File: src/rtl/stopwatch_lap_ctrl.sv
// stopwatch_lap_ctrl: button-driven control FSM for a 4-digit BCD stopwatch with lap capture.
// Defining STOPWATCH_LAP_RECALL_EN adds a RECALL state for browsing stored laps from PAUSE.
module stopwatch_lap_ctrl #(
    parameter int LAP_DEPTH   = 4,
    parameter int HOLD_CYCLES = 100000000
) (
    input  logic                       clk,
    input  logic                       clr,
    input  logic                       start_p,
    input  logic                       lap_p,
    input  logic [3:0]                 din0,
    input  logic [3:0]                 din1,
    input  logic [3:0]                 din2,
    input  logic [3:0]                 din3,
    output logic                       cnt_en,
    output logic                       cnt_clr,
    output logic [3:0]                 dout0,
    output logic [3:0]                 dout1,
    output logic [3:0]                 dout2,
    output logic [3:0]                 dout3,
    output logic [$clog2(LAP_DEPTH):0] lap_cnt,
    output logic                       lap_full,
    output logic [2:0]                 state
);
    localparam int PW = $clog2(LAP_DEPTH);
    localparam int CW = PW + 1;
    localparam int HW = $clog2(HOLD_CYCLES + 1);
    localparam logic [HW-1:0] HOLD_LOAD = HW'(HOLD_CYCLES - 1);

    typedef enum logic [2:0] {
        S_IDLE   = 3'd0,
        S_RUN    = 3'd1,
        S_FREEZE = 3'd2,
`ifdef STOPWATCH_LAP_RECALL_EN
        S_PAUSE  = 3'd3,
        S_RECALL = 3'd4
`else
        S_PAUSE  = 3'd3
`endif
    } state_t;

    state_t         state_reg;
    logic           cnt_en_reg;
    logic           cnt_clr_reg;
    logic [15:0]    disp_reg;
    logic [CW-1:0]  lap_cnt_reg;
    logic [HW-1:0]  hold_reg;
    logic [15:0]    din_w;
    logic           full_w;

    assign din_w  = {din3, din2, din1, din0};
    assign full_w = (lap_cnt_reg == CW'(LAP_DEPTH));

`ifdef STOPWATCH_LAP_RECALL_EN
    // lap_cnt doubles as the write pointer: it only grows until full, so it never wraps.
    logic [15:0]   slot [LAP_DEPTH];
    logic [PW-1:0] rd_ptr_reg;
    logic          wr_en;
    logic          rd_last;

    assign wr_en   = lap_p && !start_p && !full_w &&
                     (state_reg == S_RUN || state_reg == S_FREEZE);
    assign rd_last = ({1'b0, rd_ptr_reg} == lap_cnt_reg - CW'(1));

    generate
        for (genvar gi = 0; gi < LAP_DEPTH; gi++) begin : g_slot
            always_ff @(posedge clk) begin
                if (wr_en && lap_cnt_reg[PW-1:0] == PW'(gi))
                    slot[gi] <= din_w;
            end
        end
    endgenerate
`endif

    always_ff @(posedge clk or posedge clr) begin
        if (clr) begin
            state_reg   <= S_IDLE;
            cnt_en_reg  <= 1'b0;
            cnt_clr_reg <= 1'b0;
            disp_reg    <= '0;
            lap_cnt_reg <= '0;
            hold_reg    <= '0;
`ifdef STOPWATCH_LAP_RECALL_EN
            rd_ptr_reg  <= '0;
`endif
        end else begin
            cnt_clr_reg <= 1'b0;
            case (state_reg)
                S_IDLE: begin
                    cnt_en_reg <= 1'b0;
                    disp_reg   <= din_w;
                    if (start_p) begin
                        state_reg  <= S_RUN;
                        cnt_en_reg <= 1'b1;
                    end else if (lap_p) begin
                        cnt_clr_reg <= 1'b1;
                        lap_cnt_reg <= '0;
`ifdef STOPWATCH_LAP_RECALL_EN
                        rd_ptr_reg  <= '0;
`endif
                    end
                end
                S_RUN: begin
                    disp_reg <= din_w;
                    if (start_p) begin
                        state_reg  <= S_PAUSE;
                        cnt_en_reg <= 1'b0;
                    end else if (lap_p) begin
                        // The live value loaded into disp_reg becomes the frozen snapshot.
                        state_reg <= S_FREEZE;
                        hold_reg  <= HOLD_LOAD;
                        if (!full_w)
                            lap_cnt_reg <= lap_cnt_reg + CW'(1);
                    end
                end
                S_FREEZE: begin
                    if (start_p) begin
                        state_reg  <= S_PAUSE;
                        cnt_en_reg <= 1'b0;
                        disp_reg   <= din_w;
                    end else if (lap_p) begin
                        disp_reg <= din_w;
                        hold_reg <= HOLD_LOAD;
                        if (!full_w)
                            lap_cnt_reg <= lap_cnt_reg + CW'(1);
                    end else if (hold_reg == '0) begin
                        state_reg <= S_RUN;
                        disp_reg  <= din_w;
                    end else begin
                        hold_reg <= hold_reg - HW'(1);
                    end
                end
                S_PAUSE: begin
                    cnt_en_reg <= 1'b0;
                    disp_reg   <= din_w;
                    if (start_p) begin
                        state_reg  <= S_RUN;
                        cnt_en_reg <= 1'b1;
                    end else if (lap_p) begin
`ifdef STOPWATCH_LAP_RECALL_EN
                        if (lap_cnt_reg != '0) begin
                            state_reg  <= S_RECALL;
                            rd_ptr_reg <= '0;
                            disp_reg   <= slot[0];
                        end else begin
                            state_reg   <= S_IDLE;
                            cnt_clr_reg <= 1'b1;
                            lap_cnt_reg <= '0;
                            rd_ptr_reg  <= '0;
                        end
`else
                        state_reg   <= S_IDLE;
                        cnt_clr_reg <= 1'b1;
                        lap_cnt_reg <= '0;
`endif
                    end
                end
`ifdef STOPWATCH_LAP_RECALL_EN
                S_RECALL: begin
                    cnt_en_reg <= 1'b0;
                    if (start_p) begin
                        state_reg <= S_PAUSE;
                        disp_reg  <= din_w;
                    end else if (lap_p) begin
                        if (rd_last) begin
                            state_reg   <= S_IDLE;
                            cnt_clr_reg <= 1'b1;
                            lap_cnt_reg <= '0;
                            rd_ptr_reg  <= '0;
                            disp_reg    <= din_w;
                        end else begin
                            rd_ptr_reg <= rd_ptr_reg + PW'(1);
                            disp_reg   <= slot[rd_ptr_reg + PW'(1)];
                        end
                    end
                end
`endif
                default: begin
                    state_reg  <= S_IDLE;
                    cnt_en_reg <= 1'b0;
                    disp_reg   <= din_w;
                end
            endcase
        end
    end

    assign cnt_en   = cnt_en_reg;
    assign cnt_clr  = cnt_clr_reg;
    assign dout0    = disp_reg[3:0];
    assign dout1    = disp_reg[7:4];
    assign dout2    = disp_reg[11:8];
    assign dout3    = disp_reg[15:12];
    assign lap_cnt  = lap_cnt_reg;
    assign lap_full = full_w;
    assign state    = state_reg;

endmodule

File: config.mk
export PLATFORM = sky130hd
export DESIGN_NAME = stopwatch_lap_ctrl
export DESIGN_NICKNAME = d
export VERILOG_FILES = /design/src/rtl/stopwatch_lap_ctrl.sv
export SDC_FILE = /design/constraint.sdc
export NUM_CORES = 1
export LEC_CHECK = 0
export ABC_AREA = 1
export CORE_UTILIZATION = 40
export CTS_CLUSTER_DIAMETER = 50
export CTS_CLUSTER_SIZE = 25
export DETAILED_ROUTE_END_ITERATION = 16
export MAX_ROUTING_LAYER = met4
export SLEW_MARGIN = 20
export SYNTH_ARGS = -nofsm -noshare
export SYNTH_HDL_FRONTEND = slang
export SYNTH_SLANG_ARGS = --single-unit
File: constraint.sdc
create_clock -name clk -period 3.8 [get_ports clk]
set_input_delay 0.57 -clock clk [delete_from_list [all_inputs] [get_ports clk]]
set_output_delay 0.57 -clock clk [all_outputs]
set_load 0.01 [all_outputs]
==> impl_results.md <==
- Status: complete, no violations
- Reg-to-Reg Start: state[0]
- Sequential power share: 40.0%
- Routed wire length: 7.23 mm
- Largest net degree at the start of global routing: 51
- First-pass GRT wire length: 11.8 mm
- Total CTS buffers: 5
- Clk network pwr share: 15.0%
- Worst Reg2Reg Path Length in Cells: 8
- Commonest non-fill, non-tap cell in the layout: nand2_1
- CP Max Fanout: 39
- Netlist cell types: 27
- Area of the multi-input gates: 1480 um2
- Layout Nets: 478
- Synthesized cell area: 2970 um2
- Post-DRT Antenna Nets: 0
- Normalized max-slew margin: 48.8%
- Final Cycle Share: 69.0%
- Root Buffer: clkbuf_8
- 1st-iter DRT viols: 166
- Commonest cells after routing, fill and taps aside: 121 x nand2_1, 50 x dfrtp_1, 49 x nand3_1, 43 x nor2_1, 43 x clkdlybuf4s50_1
- Via-to-Cell Ratio: 4.98
- Pwr/cell area: 599 nW/um2
- Worst Skew: 0.0117 ns
- Post-synthesis simple-gate area fraction: 35.9%
- FF-to-FF setup slack: 1.18 ns
- Synth warn: 0
- Antenna violations before repair: 0
- Fin cells: 551
- Initial core utilization: 41.2%
- Mean area per synthesized cell: 7.21 um2
- RSZ-0062 raised after global routing: false
- Critical path endpoint category: flop
- Cell Count Post-Placement: 543
- Fmax: 382 MHz
- Xor-xnor portion of the synthesized cell area: 2.36%
- RR Endpoint: hold_reg[19]
- GRT Util Overall: 20.2%
- Hold EP: disp_reg[15]
- Crit path time final: 2.62 ns
- Hold Startpoint: disp_reg[15]
- Peak VDD IR: 0.379 mV
- Int Pwr: 1.20 mW
- Final TNS setup: 0 ns
- Area growth syn-to-layout: 19.7%
- Die Y: 88.2 um
- Largest family of logic cells by synthesized area: simple AND/OR/NAND/NOR gates
- Core ar.: 7210 um2
- Antenna diodes: 0
- Pleak: 1.64 nW
- Ports: 45
- Final Hold Fails: 0
- Die Area: 7770 um2
- Compound-Gate Fraction of Synth Area: 8.59%
- Worst path arrival time: 2.86 ns
- Hold Buf Count CTS: 0
- Layout cells sized above 1: 8.63%
- Critical path class: flop to flop
- H-Tree Depth: 2
- CTS max path bufs: 2
- Synthesized flop and latch total: 50
- Syn_nets: 439
- Congestion Overflow GR: 0
- Gpl congestion: 0.812
- Die span in x: 88.2 um
- Startpoint class of the critical path: flop
- Row count: 31
- Min-Delay Path Class: flop to flop
- Max_cap viols: 0
- # DRC: 0
- Adder-Cell Fraction of Synth Area: 2.95%
- Clk_lat worst skew: 0.31 ns
- Hold path cells: 2
- Clock-pin transition on the worst setup and hold timing paths: 0.10 ns
- Max reg flops: 27
- Fill cell count: 747
- Vias in the first global route: 2,521
- Final setup vio count: 0
- Final HPWL DP: 4.93 mm
- Clock tree sinks: 50
- TritonRoute pass-1 iters: 4
- WP data required: 4.04 ns
- Port bufs: 43
- Worst-Margin Slew: 0.765 ns
- Net Switching: 0.934 mW
- Post-synthesis sequential area ratio: 42.1%
- Post-Syn Instances: 412
- Switching share of total power: 43.9%
- Mux share of post-synthesis cell area: 0%
- Average wire per cell in the routed design: 13.1 um
- Post-CTS setup buffer count: 0
- Post-CTS resize count: 0
- CTS tree: yes
- Gate power share: 45.0%
- Routed vias: 2,742
- Total area of sequential cells: 1250 um2
- Slew Limit Fails: 0
==> power groups by stage <==
stage	clock (mW)	sequential [mW]	combinational, mW
after floorplan	0	0.848	0.662
after global placement	0	0.860	0.940
after detailed placement	0	0.859	0.958
after CTS	0.328	0.853	0.962
after global routing	0.338	0.876	1.09
final	0.319	0.853	0.958
==> critical path, cell delays in order (launching register included) <==
cell and delay (ns):
dfrtp_1 0.44, inv_1 0.12, ha_1 0.50, inv_2 0.09, nor2_1 0.27, nand3_4 0.24, nand2_2 0.64, nand3_1 0.14
nand2_1 0.09
==> layer usage <==
layer / wire length (um) / share of wire [%] / track usage [%]
met1: 3460 / 48 / 26.3
met2: 3440 / 48 / 31.9
met3: 297 / 4.1 / 4.05
met4: 29 / 0.40 / 5.72
met5: 0 / 0 / -
==> stage by stage <==
step / cell area, um2 / util [%] / hold WS, ns / setup WS [ns] / total power [mW]
after floorplan: 2970 / - / 0.498 / 2.03 / 1.51
after global placement: 3470 / 48.0 / 0.462 / 1.01 / 1.80
after detailed placement: 3470 / 48.1 / 0.464 / 0.940 / 1.82
after CTS: 3550 / 49.3 / 0.489 / 1.20 / 2.14
after global routing: 3550 / 49.3 / 0.510 / 0.941 / 2.30
final: 3550 / 49.3 / 0.486 / 1.18 / 2.13
==> logic make-up after synthesis <==
group | Yosys count
adder cells (fa/ha/maj) | 7
buffers and inverters | 55
AO/OA/AOI/OAI | 50
other | 1
AND/OR/NAND/NOR | 241
flip-flops | 50
XOR/XNOR | 8
==> worst max-delay path by stage <==
stage,to,startpoint,slack [ns],cells past startpoint
floorplan,cnt_clr,clr,2.03,1
detailed placement,hold_reg[6],lap_p,0.94,9
finish,hold_reg[19],state[0],1.18,8
CTS,hold_reg[6],state[0],1.20,8
global placement,hold_reg[2],lap_p,1.01,9
global route,hold_reg[12],state[0],0.94,8
==> cells in the mapped netlist (all sizes together) <==
cell / number / area share [%]
nor2: 52 / 8.0
nand3: 50 / 8.8
clkbuf: 5 / 0.63
xor2: 5 / 1.5
nand3b: 1 / 0.25
nand2: 125 / 16
conb: 1 / 0.13
nand4: 11 / 2.3
dfrtp: 50 / 42
o2111ai: 1 / 0.29
or2: 1 / 0.21
o21ai: 41 / 6.9
buf: 9 / 2.1
inv: 41 / 5.2
a21oi: 7 / 1.2
xnor2: 3 / 0.88
o22ai: 1 / 0.21
ha: 7 / 2.9
nor3: 1 / 0.17
==> area by class of cell <==
type	instances	area share, %
inverters	41	4.40
clock buffers	6	2.04
clock inverters	2	0.387
flip-flops and latches	50	35.2
well taps	99	3.48
repair buffers	46	12.7
multi-input cells	307	41.7
Note: power is estimated with default switching activity, not from simulation.
